===== src/rtl/block_data_memory_if.sv =====
// Memory-side block transfer handshake between the data cache (master) and
// the block data memory (slave).
interface block_data_memory_if #(
  parameter int ADDR_WIDTH = 6,
  parameter int DATA_WIDTH = 32
);
  logic                  read;
  logic                  write;
  logic [ADDR_WIDTH-1:0] address;
  logic [DATA_WIDTH-1:0] writedata;
  logic [DATA_WIDTH-1:0] readdata;
  logic                  busywait;

  modport master (
    output read, write, address, writedata,
    input  readdata, busywait
  );

  modport slave (
    input  read, write, address, writedata,
    output readdata, busywait
  );
endinterface


===== src/rtl/block_data_memory.sv =====
// Block-granular main memory behind the data cache: fixed-latency refills
// and write-backs, with busywait held high until the access completes.
module block_data_memory #(
  parameter int ADDR_WIDTH = 6,
  parameter int DATA_WIDTH = 32,
  parameter int LATENCY    = 5
) (
  input logic               clock,
  input logic               reset,
  block_data_memory_if.slave bus
);
  localparam int DEPTH = 2 ** ADDR_WIDTH;
  localparam int CNT_W = (LATENCY > 1) ? $clog2(LATENCY) : 1;

  typedef enum logic [1:0] {
    IDLE,
    ACCESS,
    DONE
  } state_t;

  state_t                state;
  state_t                state_next;
  logic [CNT_W-1:0]      counter;
  logic                  op_write;
  logic [ADDR_WIDTH-1:0] addr_q;
  logic [DATA_WIDTH-1:0] wdata_q;
  logic [DATA_WIDTH-1:0] readdata_q;
  logic                  accept;
  logic                  complete;
  logic                  busy;

  logic [DATA_WIDTH-1:0] mem [DEPTH];

  always_ff @(posedge clock) begin
    if (reset) state <= IDLE;
    else       state <= state_next;
  end

  // NOTE: every signal gets a default before the case so no path leaves it
  // unassigned, which would otherwise infer a latch.
  always_comb begin
    state_next = state;
    accept     = 1'b0;
    complete   = 1'b0;
    busy       = 1'b0;
    unique case (state)
      IDLE: begin
        if (bus.read || bus.write) begin
          accept     = 1'b1;
          busy       = 1'b1;
          state_next = ACCESS;
        end
      end
      ACCESS: begin
        busy = 1'b1;
        if (counter == '0) begin
          complete   = 1'b1;
          state_next = DONE;
        end
      end
      DONE:    state_next = IDLE;
      default: state_next = IDLE;
    endcase
    // The cache samples busywait at the next edge, so reset must mask it now.
    if (reset) busy = 1'b0;
  end

  // NOTE: state registers use non-blocking assignments so every flop samples
  // pre-edge values regardless of statement order.
  always_ff @(posedge clock) begin
    if (reset) begin
      counter    <= '0;
      op_write   <= 1'b0;
      addr_q     <= '0;
      wdata_q    <= '0;
      readdata_q <= '0;
    end else begin
      if (accept) begin
        op_write <= bus.write;
        addr_q   <= bus.address;
        wdata_q  <= bus.writedata;
        counter  <= CNT_W'(LATENCY - 1);
      end else if (state == ACCESS && counter != '0) begin
        counter <= counter - CNT_W'(1);
      end
      if (complete && !op_write) readdata_q <= mem[addr_q];
    end
  end

  // NOTE: the array is deliberately left out of reset so it maps onto RAM;
  // reset only suppresses an in-flight write.
  always_ff @(posedge clock) begin
    if (!reset && complete && op_write) mem[addr_q] <= wdata_q;
  end

  assign bus.readdata = readdata_q;
  assign bus.busywait = busy;
endmodule


===== src/flat_wrapper.sv =====
// flat-port wrapper written by rule: the top's interface ports become plain ports
module block_data_memory_flat 
#(
  parameter int ADDR_WIDTH = 6,
  parameter int DATA_WIDTH = 32,
  parameter int LATENCY    = 5
)
  (clock, reset, bus_read, bus_write, bus_address, bus_writedata, bus_readdata, bus_busywait);
  block_data_memory_if #(.ADDR_WIDTH(ADDR_WIDTH), .DATA_WIDTH(DATA_WIDTH)) bus_i ();
  input logic clock;
  input logic reset;
  input wire logic [$bits(bus_i.read)-1:0] bus_read;
  input wire logic [$bits(bus_i.write)-1:0] bus_write;
  input wire logic [$bits(bus_i.address)-1:0] bus_address;
  input wire logic [$bits(bus_i.writedata)-1:0] bus_writedata;
  output wire logic [$bits(bus_i.readdata)-1:0] bus_readdata;
  output wire logic [$bits(bus_i.busywait)-1:0] bus_busywait;
  assign bus_i.read = bus_read;
  assign bus_i.write = bus_write;
  assign bus_i.address = bus_address;
  assign bus_i.writedata = bus_writedata;
  assign bus_readdata = bus_i.readdata;
  assign bus_busywait = bus_i.busywait;
  block_data_memory #(.ADDR_WIDTH(ADDR_WIDTH), .DATA_WIDTH(DATA_WIDTH), .LATENCY(LATENCY)) u_core (.clock(clock), .reset(reset), .bus(bus_i));
endmodule

===== config.mk =====
export PLATFORM = sky130hd
export DESIGN_NAME = block_data_memory_flat
export DESIGN_NICKNAME = d
export VERILOG_FILES = /design/src/rtl/block_data_memory_if.sv /design/src/rtl/block_data_memory.sv /design/src/flat_wrapper.sv
export SDC_FILE = /design/constraint.sdc
export NUM_CORES = 2
export LEC_CHECK = 0
export CAP_MARGIN = 20
export CORE_ASPECT_RATIO = 1.2
export CORE_UTILIZATION = 40
export DETAILED_ROUTE_END_ITERATION = 6
export PLACE_DENSITY_LB_ADDON = 0.12
export SLEW_MARGIN = 20
export SYNTH_ARGS = -nofsm -noshare
export SYNTH_HDL_FRONTEND = slang
export SYNTH_SLANG_ARGS = --single-unit

===== constraint.sdc =====
create_clock -name clock -period 8.7 [get_ports clock]
set_input_delay 2.61 -clock clock [delete_from_list [all_inputs] [get_ports clock]]
set_output_delay 2.61 -clock clock [all_outputs]
set_load 0.05 [all_outputs]

# Yosys cells after proc, flatten, opt, wreduce, memory -nomap -nowiden
# Memories as Yosys holds them, arrays and structs flattened. A register that Yosys moved wholly into a read port is not among the register bits.
# Index checks and enable logic that the tools add are counted.
# word_totals
ff_bits	44
ramBits	2048
in_bits	42
out_inout_bits	33
elab_cells	37
memories	1
# op_classes
add_sub_neg	1
n_eq_ne	3
n_mux	13
reduce_logical	13
# mem_list
memory	words	word_bits	rd	rd_clocked_by_memory_dff	write_ports	line	text
u_core.mem	64	32	1	1	1	block_data_memory.sv:32	logic [DATA_WIDTH-1:0] mem [DEPTH];
# ops
operator	n
$mux W1	7
$mux W3	2
$logic_and A1 B1 Y1	4
$mux W2	2
$ne A2 B1 Y1 const B	2
$pmux W2 S2	1
$logic_not A3 Y1	1
$reduce_bool A3 Y1	1
$sub A3 B1 Y3 const B	1
$eq A2 B1 Y1 const B	1
$logic_not A1 Y1	2
$logic_not A2 Y1	1
$pmux W1 S2	1
$reduce_and A2 Y1	1
$reduce_bool A2 Y1	1
$reduce_or A2 Y1	1
$logic_or A1 B1 Y1	1

# Logic depth before layout (Yosys ltp)
# logic_depth
ltp_word	7
ltp_mapped	10
ltp_nobuf	7

# Least setup slack after synthesis
# OpenSTA, ideal clock, no wires.
# synth_timing
path_type	in2out
start	input port reset
end	output port bus_busywait
arrival_ps	4057
required_ps	6090
path_slack_ps	2033
cell_stages	3
n_path_buf	2
cell_sequence	clkbuf_1 -> clkbuf_1 -> nor3_1
# synth_via
elab_chain_len	1
# synth_lines
item	line	text
start, declared	flat_wrapper.sv:11	input logic reset;
$mux W1	block_data_memory.sv:65	if (reset) busy = 1'b0;
end, declared	flat_wrapper.sv:17	output wire logic [$bits(bus_i.busywait)-1:0] bus_busywait;
# Every way passes these cells.

# Worst setup path in the final report
# layout_timing
start	input port bus_write
end	output port bus_busywait
# layout_via
elab_chain_len	4
# layout_lines
item	line	text
start, declared	flat_wrapper.sv:13	input wire logic [$bits(bus_i.write)-1:0] bus_write;
$logic_or A1 B1 Y1	block_data_memory.sv:48	if (bus.read || bus.write) begin
$mux W1	block_data_memory.sv:48	
$pmux W1 S2	block_data_memory.sv:46	unique case (state)
$mux W1	block_data_memory.sv:65	
# Every way passes these cells.

==> qor.csv <==
metric;value;unit
run status;finished, final reports clean;
top-area cell type share of the netlist area;75.4;%
number of top-level pins;75;
die width;414;um
Worst Clk Skew;0.0422;ns
ranking of synthesized cells by area;sky130_fd_sc_hd__edfxtp_1 75%, sky130_fd_sc_hd__mux4_2 7.7%, sky130_fd_sc_hd__mux2i_1 6.9%;
insertion delay of the later-clocked pin in the worst-skew pair;0.85;ns
crit share post-route;78.1;%
number of flops mapped to enable cells by yosys;2048;
vias post-DR;39400;
Area Growth Syn to Fin;13.4;%
iteration-0 DRC count of the detailed router;3217;
library cell occupying the most area in the post-synthesis netlist;sky130_fd_sc_hd__edfxtp_1;
cell count after synthesis;4099;
mean number of vias per cell;5.54;
Post-Synthesis Net Count;4143;
number of buffers inserted by hold repair at cts;0;
Total Negative Setup Slacks;0;ns
Logic pwr share;8.0;%
# resized after CTS;0;
Async S/R FF share, synth;0;%
Worst slew margin;29.0;%
pin count of the biggest net entering global routing;113;
layer carrying the most global-route usage;met2;
count of state elements after synthesis;2124;
worst hold path class;reg2reg;
average wire per standard cell;29.7;um
Std-Cell Rows;181;
global-route wire length before repair;302;mm
count leader, synth;sky130_fd_sc_hd__edfxtp_1;
proportion of synthesized chip area in sequential cells;77.3;%
Setup Crit Path Kind;in2out;
leading cell types by count after synthesis;2,048 x sky130_fd_sc_hd__edfxtp_1, 558 x sky130_fd_sc_hd__mux2i_1, 280 x sky130_fd_sc_hd__mux4_2;
GR Util met3;2.70;%
Tmin final;6.79;ns
Detail Route Antenna Nets;0;
kind of start point of the critical path;input pin;
max-capacitance violation count;0;
fraction of layout instances using a drive strength above 1;19.0;%
DR DRC count;0;
Synth Warn #;0;
DP Wirelength;122;mm
final estimated routing congestion in global placement;0.763;
clock transition time at the flip-flop clock pins of the worst setup and hold paths;0.06;ns
Total Wirelength;211;mm
P_leak;28.1;nW
global-route usage over all layers;20.5;%
post-synthesis area per instance;19.9;um2
top flip-flop cell by instance count after synthesis;sky130_fd_sc_hd__edfxtp_1;
slew of the pin with the lowest slew margin;1.06;ns
clock tree from TritonCTS;built;
clock root cell;sky130_fd_sc_hd__clkbuf_16;
clock share of power;39.4;%
area of the die;0.206;mm2
count of nets after finishing;4333;
met1 GRT Util;28.6;%
number of instances in the placed design;6733;
setup fix buffers added after clock tree synthesis;0;
count of TritonRoute iterations in the first routing pass;5;
number of levels the H-tree was split into;4;
share of power burned in registers;52.6;%
maximum number of buffers from clock root to sink;3;
Pint;0.0168;W
count of final max-slew check failures;0;
Non-Filler Instances;7117;
flop-to-flop setup slack;4.31;ns
Post-Route Utilization;45.6;%
biggest fanout along the worst timing path;3;
type of destination of the critical path;output port;
cts bufs inserted;206;
Yosys cell types;52;
number of hold-slack violations in the final timing report;0;
met2 usage;34.5;%
final setup vio count;0;
maximum frequency from static timing analysis;147;MHz
area of the mapped netlist;0.0815;mm2
Data required, critical path;6.09;ns
die height;497;um
initial antenna violation count;5;
setup repair after global routing missed its margin;false;
peak ir drop on the vdd network;0.208;mV
placeable core region;0.203;mm2
vias in the first global route;40000;
areal power density over the cells;237;mW/mm2
global route total overflow;0;
Starting Density;40.2;%
count of buffers inserted at the top-level ports;74;
Worst EP arrival;4.18;ns
count of clock tree sinks;2124;
net switching power;0.00511;W
Net Sw Frac;23.3;%
## kinds of logic (layout without fill, tap and decap cells)
logic type               after synthesis  after routing  synth area share [%]
adder cells (fa/ha/maj)                2              2                0.0307
AND/OR/NAND/NOR                      393            393                  2.11
buffers and inverters                248            608                  1.76
flip-flops                          2124           2124                  77.3
multiplexers                         854            854                  14.8
XOR/XNOR                               2              2                0.0215
other                                  0              5                     0
AO/OA/AOI/OAI                        476            476                  3.97
## metal layers
layer  up-vias  share of wire (%)
met3       248                4.5
met4         0                1.8
met1     21000                 44
met5         -                  0
li1      17200                  -
met2       963                 50
## final timing paths
kind	end	depth (start not counted)	startpoint
setup / recovery	bus_busywait	4	bus_write
hold / removal	u_core.wdata_q[5]	2	u_core.wdata_q[5]
setup reg to reg	u_core.bus.readdata[9]	8	u_core.addr_q[0]
hold reg to reg	u_core.wdata_q[5]	2	u_core.wdata_q[5]
## cell usage in the layout (no fill, tap or decap), drive strengths merged, types with 6 or more instances in the layout
master,Yosys,layout
edfxtp,2048,2048
mux2i,558,558
mux4,280,280
clkbuf,93,273
buf,152,154
nor2,143,143
nand2,133,133
o22ai,101,101
a22oi,100,100
clkinv,0,82
dfxtp,76,76
clkdlybuf4s50,0,73
o21ai,66,66
a21oi,64,64
nand3,42,42
nand4,30,30
a22o,24,24
o31a,20,20
a31oi,20,20
nor3,18,18
o22a,16,16
mux2,16,16
a2111oi,13,13
a221oi,12,12
a31o,12,12
o21bai,12,12
a41oi,12,12
bufinv,0,12
inv,3,12
nor2b,6,6
## critical path: stages
cell and delay, ns:
sky130_fd_sc_hd__clkdlybuf4s50_1 0.51, sky130_fd_sc_hd__nor3_1 0.07, sky130_fd_sc_hd__nor3_1 0.16, sky130_fd_sc_hd__clkdlybuf4s50_1 0.84
## stage by stage
| step | hold slack [ns] | setup slack [ns] | power [W] | instance area [um2] |
|---|---|---|---|---|
| finish | 0.454 | 1.91 | 0.0219 | 92400 |
| global route | 0.475 | 1.87 | 0.0226 | 92400 |
| CTS | 0.454 | 1.88 | 0.0221 | 92400 |
| detailed placement | 0.445 | 1.88 | 0.0135 | 86000 |
| global placement | 0.443 | 1.83 | 0.0135 | 86000 |
| floorplan | 0.462 | 2.03 | 0.0128 | 81500 |
## power by group through the flow
stage | logic, W | registers (W) | clock network [W]
floorplan | 0.000965 | 0.0118 | 0
global placement | 0.00176 | 0.0117 | 0
detailed placement | 0.00178 | 0.0117 | 0
CTS | 0.00178 | 0.0115 | 0.00881
global route | 0.00186 | 0.0115 | 0.00919
finish | 0.00175 | 0.0115 | 0.00861
## layout make-up
class / instances / area, um2
Antenna cell: 5 / 12.5
Clock buffer: 273 / 5510
Multi-Input combinational cell: 1727 / 17600
Tap cell: 2653 / 3320
Timing Repair Buffer: 227 / 1940
Inverter: 3 / 11.3
Sequential cell: 2124 / 63100
Fill cell: 17100 / 110000
Clock inverter: 105 / 893
## state kept, by name, indices dropped and copies added, names as in the netlist
signal and count:
u_core.counter 3, u_core.op_write 1, u_core.mem 2048, u_core.bus.readdata 32
u_core.addr_q 6, u_core.state 2, u_core.wdata_q 32
Note: power is estimated with default switching activity, not from simulation.
